File: config.mk
export PLATFORM = sky130hd
export DESIGN_NAME = ltc2308_ctrl_flat
export DESIGN_NICKNAME = d
export VERILOG_FILES = /design/src/rtl/ltc2308_ctrl_if.sv /design/src/rtl/ltc2308_ctrl.sv /design/src/flat_wrapper.sv
export SDC_FILE = /design/constraint.sdc
export NUM_CORES = 1
export LEC_CHECK = 0
export CAP_MARGIN = 20
export CORE_MARGIN = 2
export CORE_UTILIZATION = 57
export DETAILED_ROUTE_END_ITERATION = 10
export GPL_TIMING_DRIVEN = 0
export PLACE_DENSITY_LB_ADDON = 0.05
export SLEW_MARGIN = 10
export SYNTH_ARGS = -nofsm -noshare
export SYNTH_HDL_FRONTEND = slang
export SYNTH_SLANG_ARGS = --single-unit
File: constraint.sdc
create_clock -name clk -period 4.2 [get_ports clk]
set_clock_uncertainty 0.1 [all_clocks]
set_input_delay 0.63 -clock clk [delete_from_list [all_inputs] [get_ports clk]]
set_output_delay 0.63 -clock clk [all_outputs]
set_load 0.02 [all_outputs]
File: src/rtl/ltc2308_ctrl_if.sv
// Request/result bundle between on-chip logic and the LTC2308 controller.
// The requester is the master; the controller is the slave.
interface ltc2308_ctrl_if;
    logic        start;
    logic [5:0]  cfg;
    logic        busy;
    logic        data_valid;
    logic [11:0] data;
    logic [5:0]  data_cfg;

    modport master (
        output start, cfg,
        input  busy, data_valid, data, data_cfg
    );

    modport slave (
        input  start, cfg,
        output busy, data_valid, data, data_cfg
    );
endinterface

File: src/rtl/ltc2308_ctrl.sv
// LTC2308 SAR ADC master: CONVST pulse, conversion wait, 12-bit SPI frame.
// Results carry the config word that selected them (one request behind).
module ltc2308_ctrl #(
    parameter int CONVST_CYCLES = 2,
    parameter int CONV_CYCLES   = 80,
    parameter int SCK_HALF      = 2
) (
    input  logic          clk,
    input  logic          rst,
    ltc2308_ctrl_if.slave bus,
    output logic          adc_convst,
    output logic          adc_sck,
    output logic          adc_sdi,
    input  logic          adc_sdo
);

    typedef enum logic [2:0] {
        IDLE,
        CONV_HI,
        CONV_WAIT,
        SHIFT,
        DONE
    } state_t;

    localparam logic [15:0] HI_LAST   = 16'(CONVST_CYCLES);
    localparam logic [15:0] WAIT_LAST = 16'(CONV_CYCLES - 1);
    localparam logic [15:0] HALF_LAST = 16'(SCK_HALF - 1);

    state_t      state;
    logic [15:0] cnt;
    logic [3:0]  bit_cnt;
    logic [5:0]  cfg_sh;
    logic [5:0]  cfg_out;
    logic [5:0]  prev_cfg;
    logic [11:0] res_sh;

    // Sequencer: every output is a register updated by this one FSM
    always_ff @(posedge clk or posedge rst) begin
        if (rst) begin
            state           <= IDLE;
            cnt             <= '0;
            bit_cnt         <= '0;
            cfg_sh          <= '0;
            cfg_out         <= '0;
            prev_cfg        <= '0;
            res_sh          <= '0;
            bus.busy        <= 1'b0;
            bus.data_valid  <= 1'b0;
            bus.data        <= '0;
            bus.data_cfg    <= '0;
            adc_convst      <= 1'b0;
            adc_sck         <= 1'b0;
            adc_sdi         <= 1'b0;
        end else begin
            bus.data_valid <= 1'b0;
            unique case (state)
                IDLE: begin
                    bus.busy <= 1'b0;
                    if (bus.start) begin
                        cfg_sh <= bus.cfg;
                        cnt    <= '0;
                        state  <= CONV_HI;
                    end
                end
                CONV_HI: begin
                    bus.busy <= 1'b1;
                    if (cnt == HI_LAST) begin
                        adc_convst <= 1'b0;
                        cnt        <= '0;
                        state      <= CONV_WAIT;
                    end else begin
                        adc_convst <= 1'b1;
                        cnt        <= cnt + 16'd1;
                    end
                end
                CONV_WAIT: begin
                    if (cnt == WAIT_LAST) begin
                        adc_sdi <= cfg_sh[5];
                        cfg_out <= {cfg_sh[4:0], 1'b0};
                        res_sh  <= '0;
                        bit_cnt <= '0;
                        cnt     <= '0;
                        state   <= SHIFT;
                    end else begin
                        cnt <= cnt + 16'd1;
                    end
                end
                SHIFT: begin
                    if (cnt != HALF_LAST) begin
                        cnt <= cnt + 16'd1;
                    end else if (!adc_sck) begin
                        cnt     <= '0;
                        adc_sck <= 1'b1;
                    end else begin
                        cnt     <= '0;
                        adc_sck <= 1'b0;
                        res_sh  <= {res_sh[10:0], adc_sdo};
                        if (bit_cnt == 4'd11) begin
                            adc_sdi <= 1'b0;
                            state   <= DONE;
                        end else begin
                            adc_sdi <= cfg_out[5];
                            cfg_out <= {cfg_out[4:0], 1'b0};
                            bit_cnt <= bit_cnt + 4'd1;
                        end
                    end
                end
                DONE: begin
                    bus.data_valid <= 1'b1;
                    bus.data       <= res_sh;
                    bus.data_cfg   <= prev_cfg;
                    prev_cfg       <= cfg_sh;
                    state          <= IDLE;
                end
                default: state <= IDLE;
            endcase
        end
    end

endmodule

File: src/flat_wrapper.sv
// flat-port wrapper written by rule: the top's interface ports become plain ports
module ltc2308_ctrl_flat 
#(
    parameter int CONVST_CYCLES = 2,
    parameter int CONV_CYCLES   = 80,
    parameter int SCK_HALF      = 2
)
  (clk, rst, adc_convst, adc_sck, adc_sdi, adc_sdo, bus_start, bus_cfg, bus_busy, bus_data_valid, bus_data, bus_data_cfg);
  ltc2308_ctrl_if bus_i ();
  input  logic clk;
  input  logic rst;
  output logic adc_convst;
  output logic adc_sck;
  output logic adc_sdi;
  input  logic adc_sdo;
  input wire logic [$bits(bus_i.start)-1:0] bus_start;
  input wire logic [$bits(bus_i.cfg)-1:0] bus_cfg;
  output wire logic [$bits(bus_i.busy)-1:0] bus_busy;
  output wire logic [$bits(bus_i.data_valid)-1:0] bus_data_valid;
  output wire logic [$bits(bus_i.data)-1:0] bus_data;
  output wire logic [$bits(bus_i.data_cfg)-1:0] bus_data_cfg;
  assign bus_i.start = bus_start;
  assign bus_i.cfg = bus_cfg;
  assign bus_busy = bus_i.busy;
  assign bus_data_valid = bus_i.data_valid;
  assign bus_data = bus_i.data;
  assign bus_data_cfg = bus_i.data_cfg;
  ltc2308_ctrl #(.CONVST_CYCLES(CONVST_CYCLES), .CONV_CYCLES(CONV_CYCLES), .SCK_HALF(SCK_HALF)) u_core (.clk(clk), .rst(rst), .bus(bus_i), .adc_convst(adc_convst), .adc_sck(adc_sck), .adc_sdi(adc_sdi), .adc_sdo(adc_sdo));
endmodule
Yosys cells after proc, flatten, opt, wreduce, memory -nomap -nowiden
Cells that the tools add are included.
- bits in registers: 76
- output and inout bits: 23
- logic and storage cells: 77
- add/subtract/negate cells: 2
- equality and inequality tests: 15
- mux-type cells: 35
- bitwise operators: 1
- reduce and logical (&&, ||, !) cells: 10
- operators by type and width (operator ; number):
    16-bit two-way mux ; 4
    16-bit case mux with 4 select lines ; 1
    12-bit two-way mux ; 3
    6-bit two-way mux ; 4
    12-bit case mux with 2 select lines ; 1
    3-bit two-way mux ; 6
    16-bit by 1-bit adder with 16-bit output, second input constant ; 1
    16-bit by 2-bit == test with 1-bit output, second input constant ; 1
    16-bit by 7-bit == test with 1-bit output, second input constant ; 1
    4-bit two-way mux ; 4
    16-bit by 1-bit != test with 1-bit output, second input constant ; 1
    3-bit case mux with 4 select lines ; 1
    6-bit case mux with 2 select lines ; 1
    2-bit by 1-bit != test with 1-bit output, second input constant ; 4
    4-bit case mux with 2 select lines ; 1
    1-bit two-way mux ; 7
    3-bit by 2-bit == test with 1-bit output, second input constant ; 2
    2-bit != test, second input constant ; 3
    2-bit AND reduction ; 3
    6-bit AND reduction ; 1
    5-bit AND reduction ; 1
    4-bit by 1-bit adder with 4-bit output, second input constant ; 1
    4-bit == test, second input constant ; 1
    1-bit case mux with 2 select lines ; 2
    other kinds (7) ; 8

Depth between registers and ports, before layout
Gate-level depths: netlist of run 1.
- depth in word-level cells: 5
- mapped depth: 8
- mapped depth without buffers: 7

Least setup slack after synthesis of run 1
OpenSTA, ideal clock, no wires.
- path kind: reg2reg
- from: register u_core.cnt[1]
- to: register u_core.res_sh[0]
- setup time: 0.121 ns
- arrival: 2.387 ns
- required time: 3.979 ns
- path slack: 1.592 ns
- cell stages (with the launch flop): 9
- path buffers: 1
- cell sequence: dfrtp_1 > inv_1 > ha_1 > or4b_4 > nor4_4 > a21oi_1 > or4b_4 > buf_6 > a22o_1
- cells in the longest elaborated chain, start to end: 3
- elaborated cells on any way between the ends: 5
- RTL lines (what ; line ; RTL):
    start, declared ; ltc2308_ctrl.sv:30 ; logic [15:0] cnt;
    start signal, assigned ; ltc2308_ctrl.sv:73 ; cnt <= cnt + 16'd1;
    start signal, assigned ; ltc2308_ctrl.sv:85 ; cnt <= cnt + 16'd1;
    start signal, assigned ; ltc2308_ctrl.sv:90 ; cnt <= cnt + 16'd1;
    16-bit by 1-bit != test with 1-bit output or 16-bit by 7-bit == test with 1-bit output (tied branches) ; ltc2308_ctrl.sv:89, ltc2308_ctrl.sv:77 ;
    2-bit != test (no source line) or 2-bit by 1-bit != test with 1-bit output (tied branches) ; n/a ;
    4-bit AND reduction (no source line) (*) ; n/a ;
    end signal, assigned ; ltc2308_ctrl.sv:97 ; res_sh <= {res_sh[10:0], adc_sdo};
    end, declared ; ltc2308_ctrl.sv:35 ; logic [11:0] res_sh;
Mark *: on every way between the ends. The rest lies on a longest branch, timed or not.
A chain may end at the register's enable or synchronous reset.

Worst setup path after layout of run 1
- from: register u_core.cnt[0]
- to: register u_core.cnt[9]
- cells in the longest elaborated chain, start to end: 3
- elaborated cells on any way between the ends: 8
- RTL lines (what ; line ; RTL):
    16-bit by 1-bit adder with 16-bit output, or another cell as far along ; ltc2308_ctrl.sv:73, ltc2308_ctrl.sv:85, ltc2308_ctrl.sv:90 ;
    16-bit two-way mux (on tied branches) ; ltc2308_ctrl.sv:89, ltc2308_ctrl.sv:67, ltc2308_ctrl.sv:77 ;
    16-bit case mux with 4 select lines (*) ; ltc2308_ctrl.sv:56 ; unique case (state)
Marked as above.

==> results of run 1 <==
final timing paths:
| path | start | end | depth (start not counted) |
|---|---|---|---|
| max | u_core.cnt[0] | u_core.cnt[9] | 8 |
| min | u_core.adc_convst | u_core.adc_convst | 1 |
| max reg2reg | u_core.cnt[0] | u_core.cnt[9] | 8 |
| min reg2reg | u_core.adc_convst | u_core.adc_convst | 1 |
| max in group asynchronous | rst | u_core.bit_cnt[3] | 3 |
| min in group asynchronous | rst | u_core.cnt[10] | 2 |
registers in the layout, indices dropped and copies added (netlist names):
register / count
u_core.prev_cfg: 6
u_core.bus.data_valid: 1
u_core.adc_sdi: 1
u_core.cnt: 16
u_core.adc_sck: 1
u_core.cfg_sh: 6
u_core.state: 3
u_core.bus.data_cfg: 6
u_core.adc_convst: 1
u_core.bus.busy: 1
u_core.res_sh: 12
u_core.bit_cnt: 4
u_core.cfg_out: 5
u_core.bus.data: 12
kinds of logic (layout without fill, tap and decap cells):
group | Yosys count | in the layout | synth area share, %
fa+ha+maj | 4 | 4 | 1.50
mux | 35 | 35 | 11.8
compound gates | 41 | 41 | 8.54
buf+inv | 20 | 68 | 2.73
flops | 75 | 75 | 56.2
xor+xnor | 12 | 12 | 3.15
simple gates | 97 | 97 | 16.1
per-layer routing:
layer	GRT usage (%)	share of wire [%]	vias up
met5	0	0	-
met2	31.7	46	45
met1	30.5	49	1175
li1	-	-	1109
met4	9.49	0.92	0
met3	4.38	3.6	5
critical path: cells and delay by family, from the launching register on:
kind | cells | cell delay, ps
AO/OA/AOI/OAI | 1 | 290
adder cells (fa/ha/maj) | 1 | 130
buffers and inverters | 2 | 410
flip-flops | 1 | 450
AND/OR/NAND/NOR | 4 | 1510
power groups by stage:
stage          Clock [mW]  Combinational [mW]  Sequential, mW
2_1_floorplan           0               0.510           0.997
3_3_place_gp            0               0.729           0.984
3_5_place_dp            0               0.753           0.990
4_1_cts             0.530               0.756           0.977
5_1_grt             0.567               0.827            1.00
6_report            0.516               0.754           0.978
synthesized netlist by cell type, drive strengths merged, types with 3 or more instances:
library cell	instances	share of area, %
buf	3	0.82
o22ai	3	0.56
a22o	14	3.7
or4b	3	1.1
nand3	13	1.9
xor2	6	1.6
dfrtp	75	56
a21o	4	0.90
ha	4	1.5
xnor2	6	1.6
clkbuf	10	1.1
nor3	7	1.0
or3	4	0.75
o21ai	10	1.5
nor4	4	1.2
nand4	4	0.75
nand2	21	2.4
mux2	35	12
nor2	24	2.7
and4	4	1.0
inv	7	0.79
a21oi	6	0.90
area by class of cell:
type / count / share of cell area [%]
tap: 72 / 2.27
timing repair buffer: 34 / 8.88
multi-input combinational: 189 / 34.7
inverter: 7 / 0.724
clock buffer: 9 / 3.12
buffer: 13 / 1.64
clock inverter: 5 / 1.42
sequential: 75 / 47.2
==> parameters.txt, run 1 <==
Parameter                              Value

CTS
  CTS Hold Bufs    0
  Number of post-CTS setup repair buffers    0
  Buffer type at the clock tree root    clkbuf_8
  Sink Count    75
  Gates resized, CTS repair    0
  # H-tree levels    3
  Skew-Pair Late Insertion Delay    about 340 ps
  Reg clk slew, reported paths    70 ps
  TritonCTS Buffers    9
  Clock tree from TritonCTS    yes
  Maximum count of clock buffers along a single path    2

Min path
  Type of the worst min-delay path    flop to flop

Placed design
  Post-DP Area    3790 sq um
  # port buffers    32
  Global placement routability congestion    0.860
  Pre-CTS setup slack    approximately 1300 ps
  Post-DP HPWL    4.46 mm
  Total placed cells including tap cells    a little under 400

Cells and area
  Total area of sequential cells    about 1900 sq um
  Number of non-filler instances in the completed layout    slightly above 400
  Area of the multi-input gates    1380 sq um
  Most common library cell in the layout ignoring fill and taps    dfrtp_1
  Antenna diode count    0
  Total Nets Final    around 340
  Post-Layout Inst Area    around 4000 sq um
  Highest-count cells in the layout ignoring fill and taps    dfrtp_1, mux2_2, clkdlybuf4s50_1
  Share of post-route cells with drive strength above 1    19.3%
  Number of filler cells placed in the layout    between 400 and 500
  Area added between synthesis and finish    18.9%
  Core utilization of the finished layout    ~70%

STA
  Remaining max-slew budget at the tightest pin    just under 40%
  Slew of the pin with the lowest slew margin    902 ps
  Final-report max-slew violation count    0
  Portion of the clock cycle consumed by the worst path in the final layout    71.4%
  Setup total negative slack    0 ps
  Setup repair after global routing missed its margin    false
  Max frequency    333 MHz
  Worst hold slack after final layout    about 400 ps
  Min cycle time layout    approximately 3000 ps
  Total count of hold-check failures in the final report    0
  Number of setup violations in the final report    0
  Final Worst Setup Slack    approximately 1200 ps

Logic synthesis
  Number of storage elements in the synthesis netlist    75
  Net count after synthesis    roughly 300
  Cell area after synthesis    approximately 3300 sq um
  Most frequently used flop master after synthesis    dfrtp_1
  Average size of a mapped cell    ~12 sq um
  Number of enable flip-flop cells after synthesis    0
  Number of library cell types mapped by synthesis    37
  Synthesized instance count    between 200 and 300
  Sequential cell area fraction in the yosys report    56.2%
  Total number of yosys warnings    0
  Async set or reset register ratio after synthesis    100%

Setup path
  Worst reg2reg setup slack    around 1200 ps
  Critical path's slowest cell    or4b_2
  Required time of the worst setup path    about 4300 ps
  Cells traversed along the worst timing path    inv_1, ha_1, or4b_2, nor4_1, o22ai_1, nor3_1, buf_2, nor2_1
  Delay of the slowest cell on the worst path    roughly 570 ps
  Setup crit start kind    flop
  Arr. time, crit path    3120 ps
  Top fanout value on the critical path    10
  Kind of capture point of the worst setup path    flop
  Start-to-end type of the worst setup path    flop to flop

Global route
  Antenna violations before repair    0
  Pin count of the biggest net entering global routing    64
  Global-route wire length before repair    between 10 and 15 mm
  Global routing usage summed across all routing layers    between 20% and 30%
  Gr ovfl total    0
  Via count of the first global-routing pass    2138

Power
  Logic pwr share    33.5%
  Overall Power    2.25 mW
  Power per cell area    between 500 and 600 nW/um^2
  Fraction of power spent switching nets    roughly a third
  Switching power summed over all nets    a little under 0.8 mW
  Fraction of power consumed by the clock network    a little under a quarter
  Sequential group share of total power    approximately 44%
  Internal power contribution    1.47 mW
  Leakage power of the design    around 1.8 nW
  Worst ir drop on vdd    between 0.5 and 0.6 mV

Route
  Number of search-and-repair iterations in the first detailed-routing pass    4
  Post-detailed-route count of antenna-violating nets    0
  Per-cell via count in the routed design    approximately 5.8
  First-iteration detailed-routing DRC count    roughly 130
  Vias    about 2300
  WL final    6.29 mm
  DRC Markers    0
  Drt wl/cell    about 16 um

Job
  Max-cap viol count    0

Floorplan
  Floorplan Core Area    around 5600 sq um
  Die Ht    around 81 um
  DIE WIDTH    80.6 um
  Number of rows in the core area    27
  Top-level I/O count    33
  Initial Utilization    about 60%
  Overall die area    around 6500 sq um

Status
  Status    finished, final reports clean
No activity file was read; power rests on OpenSTA's default activity.
==> run 2, diff against run 1 <==
--- a/config.mk
+++ b/config.mk
@@ -7,7 +7,7 @@
 export LEC_CHECK = 0
 export CAP_MARGIN = 20
 export CORE_MARGIN = 2
-export CORE_UTILIZATION = 57
+export CORE_UTILIZATION = 51
 export DETAILED_ROUTE_END_ITERATION = 10
 export GPL_TIMING_DRIVEN = 0
 export PLACE_DENSITY_LB_ADDON = 0.05
==> constraint.sdc (replaced) <==
create_clock -name clk -period 2.5 [get_ports clk]
set_clock_uncertainty 0.1 [all_clocks]
set_input_delay 0.375 -clock clk [delete_from_list [all_inputs] [get_ports clk]]
set_output_delay 0.375 -clock clk [all_outputs]
set_load 0.02 [all_outputs]
==> parameters.txt, run 2 (synthesis gave the netlist of run 1 again) <==
Parameter                              Value

Cells and area
  Total Nets Final    352 (+2.6%)
  Post-Layout Inst Area    4160 sq um (+4.8%)
  Most common library cell in the layout ignoring fill and taps    dfrtp_1
  Number of filler cells placed in the layout    520 (+24%)
  Number of non-filler instances in the completed layout    419 (+3.7%)
  Largest register by flop count    u_core.cnt
  Antenna diode count    0 (unchanged)
  Biggest regs    u_core.cnt x16, u_core.bus.data x12, u_core.res_sh x12
  Max FFs per register    16 (unchanged)
  Share of post-route cells with drive strength above 1    26.0% (+6.7 points)
  Total area of sequential cells    1880 sq um (+0.13%)
  Area of the multi-input gates    1440 sq um (+4.5%)
  Area added between synthesis and finish    24.6%
  Highest-count cells in the layout ignoring fill and taps    dfrtp_1, mux2_2, clkdlybuf4s50_1

Floorplan
  Overall die area    7210 sq um (+11%)
  Initial Utilization    52.6% (-7.3 points)
  Number of rows in the core area    29 (+7.4%)
  Top-level I/O count    33 (unchanged)
  Floorplan Core Area    6350 sq um (+14%)
  Die Ht    84.9 um (+5.4%)
  DIE WIDTH    84.9 um (+5.4%)

Setup path
  Required time of the worst setup path    2630 ps (-1690 ps)
  Launch point of the worst reg-to-reg path    u_core.cnt[10]
  Arr. time, crit path    2720 ps (-400 ps)
  R2r endpoint    u_core.res_sh[11]
  Kind of capture point of the worst setup path    flop
  Start-to-end type of the worst setup path    flop to flop
  Setup crit start kind    flop
  Worst reg2reg setup slack    -90 ps (-1290 ps)
  FF-to-FF path depth    6 (-2)
  Top fanout value on the critical path    5 (-5)

Route
  Vias    2354 (+0.86%)
  Post-detailed-route count of antenna-violating nets    0 (unchanged)
  DRC Markers    0 (unchanged)
  Per-cell via count in the routed design    5.62 (-2.8%)
  Highest signal layer in the routed design    met4
  Total length of routed met3 wires    330 um (+45%)
  Number of search-and-repair iterations in the first detailed-routing pass    4 (unchanged)
  First-iteration detailed-routing DRC count    113 (-11%)
  Drt wl/cell    15.9 um (+2.0%)
  WL final    6.65 mm (+5.7%)
  M1 WL    3.18 mm (+3.3%)
  Detail Route met2 WL    3.06 mm (+4.9%)

STA
  Number of setup violations in the final report    10 (+10)
  Setup repair after global routing missed its margin    true
  Worst hold slack after final layout    205 ps (-186 ps)
  Final-report max-slew violation count    0 (unchanged)
  Max frequency    386 MHz (+16%)
  Slew of the pin with the lowest slew margin    684 ps (-217 ps)
  Total count of hold-check failures in the final report    0 (unchanged)
  Portion of the clock cycle consumed by the worst path in the final layout    104% (+32 points)
  Remaining max-slew budget at the tightest pin    54.0% (+15 points)
  Min cycle time layout    2590 ps (-409 ps)
  Final Worst Setup Slack    -91.4 ps (-1290 ps)

Global route
  Pin count of the biggest net entering global routing    62 (-3.1%)
  Antenna violations before repair    0 (unchanged)
  Gr ovfl total    0 (unchanged)
  Global routing usage summed across all routing layers    19.8% (-1.6 points)
  Via count of the first global-routing pass    2302 (+7.7%)
  Global-route wire length before repair    11.3 mm (+9.3%)

Power
  Sequential group share of total power    40.3% (-3.2 points)
  Switching power summed over all nets    1.41 mW (+81%)
  Logic pwr share    35.1% (+1.6 points)
  Internal power contribution    2.68 mW (+82%)
  Power per cell area    982 nW/um^2 (+74%)
  Fraction of power consumed by the clock network    24.6% (+1.6 points)
  Fraction of power spent switching nets    34.4% (-0.22 points)
  Leakage power of the design    1.87 nW (+3.7%)
  Worst ir drop on vdd    0.820 mV (+58%)

CTS
  # H-tree levels    3 (unchanged)
  Clock tree from TritonCTS    yes
  Reg clk slew, reported paths    90 ps (+20 ps)
  TritonCTS Buffers    9 (unchanged)
  Maximum count of clock buffers along a single path    2 (unchanged)
  Sink Count    75 (unchanged)
  CTS Hold Bufs    0 (unchanged)
  Buffer type at the clock tree root    clkbuf_8
  Skew-Pair Late Insertion Delay    350 ps (about the same)

Placed design
  Post-DP Area    3820 sq um (+0.83%)
  Total placed cells including tap cells    395 (+1.5%)
  Post-DP HPWL    4.45 mm (-0.15%)
  Global placement routability congestion    0.866 (+0.77%)
  # port buffers    32 (unchanged)

Job
  Max-cap viol count    0 (unchanged)

Status
  Violations in the final reports    setup timing
  Status    complete, but fails checks

Min path
  Type of the worst min-delay path    primary input to asynchronous set/reset pin
-- run 2: area by class of cell --
type | count | share of cell area [%]
clock buffer | 9 | 2.98
buffer | 12 | 1.56
sequential | 75 | 45.2
multi-input combinational | 189 | 34.6
timing repair buffer | 44 | 10.5
clock inverter | 6 | 2.13
tap | 77 | 2.32
inverter | 7 | 0.692
-- run 2: how the worst max path moves through the flow --
stage | from | to | slack (ps) | cells after the start
floorplan | u_core.cnt[1] | u_core.res_sh[10] | -1 | 8
global placement | rst | u_core.bus.data_cfg[3] | -1120 | 2
detailed placement | u_core.cnt[0] | u_core.cnt[12] | -310 | 8
CTS | u_core.cnt[0] | u_core.cnt[15] | -80 | 8
global route | u_core.cnt[5] | u_core.res_sh[8] | -130 | 7
finish | u_core.cnt[10] | u_core.res_sh[11] | -90 | 6
-- run 2: repair_timing --
item,4_1_cts,5_1_grt
hold endpoints to repair,0,0
endpoints found under the setup margin,53,34
buffers inserted,9,0
pin swaps,8,6
resized for setup,10,6
cloned,1,0
-- run 2: power by group through the flow --
stage | combinational (mW) | clock [mW] | sequential, mW
after detailed placement | 1.27 | 0 | 1.67
after CTS | 1.40 | 1.02 | 1.64
after global routing | 1.58 | 1.08 | 1.68
after global placement | 1.23 | 0 | 1.66
after floorplan | 0.856 | 0 | 1.68
final | 1.44 | 1.00 | 1.64
-- run 2: per-layer routing --
metal  track usage (%)  vias to the layer above
met3              5.25                        7
met1              29.7                     1168
li1                  -                     1122
met2              28.5                       57
met5                 0                        -
met4              5.92                        0
-- run 2: stage by stage --
stage / setup slack (ps) / util [%] / setup TNS (ps) / power (mW)
final: -91.4 / 65.5 / -800 / 4.08
after global routing: -131 / 65.5 / -1990 / 4.34
after CTS: -75.2 / 65.2 / -1230 / 4.06
after detailed placement: -307 / 60.1 / -7340 / 2.94
after global placement: -1120 / 59.5 / -91180 / 2.89
after floorplan: -0.973 / - / -8.74 / 2.53
-- run 2: critical path: stages, from the launching register on --
cell and delay [ps]:
dfrtp_2 410, or4_4 600, nor4_4 370, nor2_4 60, or4b_4 580, buf_6 160
a22o_1 200
==> run 3, diff against run 2 <==
--- a/config.mk
+++ b/config.mk
@@ -10,7 +10,7 @@
 export CORE_UTILIZATION = 51
 export DETAILED_ROUTE_END_ITERATION = 10
 export GPL_TIMING_DRIVEN = 0
-export PLACE_DENSITY_LB_ADDON = 0.05
+export PLACE_DENSITY = 0.75
 export SLEW_MARGIN = 10
 export SYNTH_ARGS = -nofsm -noshare
 export SYNTH_HDL_FRONTEND = slang
==> parameters.txt, run 3 (synthesis gave the netlist of run 1 again) <==
Parameter                              Value

Setup path
  FF-to-FF path depth    6 (unchanged)
  Critical path's slowest cell    or4_4
  Setup crit start kind    flop
  Delay-heaviest family, CP    simple AND/OR/NAND/NOR gates
  Delay of the slowest cell on the worst path    610 ps (about the same)
  Worst reg2reg setup slack    -80 ps (about the same)
  Critical path destination    u_core.res_sh[5]
  Top fanout value on the critical path    5 (unchanged)
  Number of cells on the critical path    6 (unchanged)
  Required time of the worst setup path    2640 ps (about the same)
  R2r endpoint    u_core.res_sh[5]
  Crit path from    u_core.cnt[11]
  Number of buffers and inverters on the critical path    1 (unchanged)
  Launch point of the worst reg-to-reg path    u_core.cnt[11]
  Arr. time, crit path    2730 ps (about the same)
  Kind of capture point of the worst setup path    flop
  Start-to-end type of the worst setup path    flop to flop
  Cells traversed along the worst timing path    or4_4, nor4_4, nor2_4, or4b_4, buf_6, a22o_1

CTS
  Reg clk slew, reported paths    90 ps (about the same)
  CTS Hold Bufs    0 (unchanged)
  TritonCTS Buffers    9 (unchanged)
  Maximum count of clock buffers along a single path    2 (unchanged)
  Sink Count    75 (unchanged)
  Skew-Pair Late Insertion Delay    350 ps (about the same)
  Buffer type at the clock tree root    clkbuf_8
  Clock tree from TritonCTS    yes
  # H-tree levels    3 (unchanged)

STA
  Min cycle time layout    2580 ps (-6.67 ps)
  Total count of hold-check failures in the final report    0 (unchanged)
  Slew of the pin with the lowest slew margin    967 ps (+283 ps)
  Number of setup violations in the final report    11 (+1)
  Final-report max-slew violation count    0 (unchanged)
  Max frequency    387 MHz (+0.26%)
  Worst hold slack after final layout    206 ps (+1.11 ps)
  Remaining max-slew budget at the tightest pin    34.9% (-19 points)
  Setup repair after global routing missed its margin    true
  Setup total negative slack    -715 ps (+84.3 ps)
  Portion of the clock cycle consumed by the worst path in the final layout    103% (-0.27 points)
  Final Worst Setup Slack    -84.8 ps (+6.67 ps)

Placed design
  Total placed cells including tap cells    394 (-0.25%)
  Global placement routability congestion    0.830 (-4.2%)
  Post-DP HPWL    4.41 mm (-1.0%)
  # port buffers    32 (unchanged)

Floorplan
  Top-level I/O count    33 (unchanged)
  Number of rows in the core area    29 (unchanged)
  Die Ht    84.9 um (unchanged)
  DIE WIDTH    84.9 um (unchanged)
  Initial Utilization    52.6% (unchanged)
  Floorplan Core Area    6350 sq um (unchanged)
  Overall die area    7210 sq um (unchanged)

Job
  Max-cap viol count    0 (unchanged)

Route
  Number of search-and-repair iterations in the first detailed-routing pass    4 (unchanged)
  Drt wl/cell    16.1 um (+1.2%)
  Vias    2416 (+2.6%)
  Per-cell via count in the routed design    5.70 (+1.4%)
  Post-detailed-route count of antenna-violating nets    0 (unchanged)
  WL final    6.81 mm (+2.4%)
  DRC Markers    0 (unchanged)
  First-iteration detailed-routing DRC count    182 (+61%)

Cells and area
  Antenna diode count    0 (unchanged)
  Largest register by flop count    u_core.cnt
  Area added between synthesis and finish    26.0%
  Highest-count cells in the layout ignoring fill and taps    dfrtp_1, mux2_2, clkdlybuf4s50_1
  Area of the multi-input gates    1470 sq um (+2.1%)
  Number of non-filler instances in the completed layout    424 (+1.2%)
  Core utilization of the finished layout    66.3% (+0.75 points)
  Total area of sequential cells    1880 sq um (about the same)
  Total Nets Final    356 (+1.1%)
  Biggest regs    u_core.cnt x16, u_core.bus.data x12, u_core.res_sh x12
  Max FFs per register    16 (unchanged)
  Most common library cell in the layout ignoring fill and taps    dfrtp_1
  Share of post-route cells with drive strength above 1    28.0% (+1.9 points)
  Number of filler cells placed in the layout    470 (-9.6%)

Power
  Fraction of power consumed by the clock network    21.1% (-3.5 points)
  Leakage power of the design    1.90 nW (+1.8%)
  Fraction of power spent switching nets    36.6% (+2.1 points)
  Internal power contribution    2.61 mW (-2.6%)
  Switching power summed over all nets    1.50 mW (+6.9%)
  Worst ir drop on vdd    0.790 mV (-3.7%)
  Logic pwr share    38.7% (+3.6 points)
  Sequential group share of total power    40.3% (about the same)
  Power per cell area    977 nW/um^2 (-0.45%)

Global route
  Global routing usage summed across all routing layers    20.6% (+0.84 points)
  Gr ovfl total    0 (unchanged)
  Busiest metal layer after global routing    met2
  Pin count of the biggest net entering global routing    60 (-3.2%)
  Routing usage on met3    5.25% (unchanged)
  Global-route wire length before repair    11.7 mm (+3.4%)
  Global routing met2 resource utilization    29.7% (+1.2 points)
  GR Util met1    29.7% (about the same)
  Antenna violations before repair    0 (unchanged)
  Via count of the first global-routing pass    2389 (+3.8%)

Status
  Status    complete, but fails checks
  Violations in the final reports    setup timing

Min path
  Type of the worst min-delay path    primary input to asynchronous set/reset pin
## run 3: area by class of cell
type / count / share of cell area, %
Clock inverter: 7 / 1.40
Tap cell: 77 / 2.29
Timing Repair Buffer: 50 / 11.6
Sequential cell: 75 / 44.7
Multi-Input combinational cell: 189 / 35.0
Inverter: 7 / 0.684
Clock buffer: 9 / 2.94
Buffer: 10 / 1.49
## run 3: worst min-delay path by stage
stage / start / to / slack, ps / cells after the start
global route: rst / u_core.bus.data[8] / 210 / 2
finish: rst / u_core.res_sh[9] / 210 / 2
CTS: rst / u_core.res_sh[9] / 190 / 2
detailed placement: u_core.adc_convst / u_core.adc_convst / 360 / 1
global placement: u_core.adc_convst / u_core.adc_convst / 370 / 1
floorplan: u_core.cfg_out[1] / u_core.cfg_out[1] / 370 / 1
## run 3: repair_timing
item                       4_1_cts  5_1_grt
gates cloned                     1        1
gates resized for setup         14       12
buffers inserted                 9        7
pin swaps                        7        7
setup endpoints to repair       50       44
## run 3: power groups by stage
| stage | clock network [mW] | logic (mW) | registers, mW |
|---|---|---|---|
| 3_5_place_dp | 0 | 1.26 | 1.66 |
| 3_3_place_gp | 0 | 1.21 | 1.65 |
| 5_1_grt | 0.951 | 1.73 | 1.70 |
| 6_report | 0.866 | 1.59 | 1.66 |
| 2_1_floorplan | 0 | 0.856 | 1.68 |
| 4_1_cts | 0.898 | 1.44 | 1.65 |
## run 3: metrics by stage
step           worst slack, ps  cell area [sq um]  total power [mW]
6_report                 -84.8               4210              4.11
5_1_grt                   -171               4210              4.38
4_1_cts                  -70.4               4120              3.99
3_5_place_dp              -243               3810              2.92
3_3_place_gp             -1100               3780              2.86
2_1_floorplan           -0.973               3360              2.53
## run 3: worst reg2reg max path: stages, from the launching register on
cell	delay (ps)
dfrtp_2	440
or4_4	610
nor4_4	370
nor2_4	50
or4b_4	550
buf_6	160
a22o_1	200
## run 3: per-layer routing
| metal | vias to the layer above | wire length (um) | part of all wire (%) |
|---|---|---|---|
| met5 | - | 0 | 0 |
| met4 | 0 | 128 | 1.9 |
| met3 | 10 | 288 | 4.2 |
| met2 | 62 | 3180 | 47 |
| met1 | 1206 | 3210 | 47 |
| li1 | 1138 | - | - |
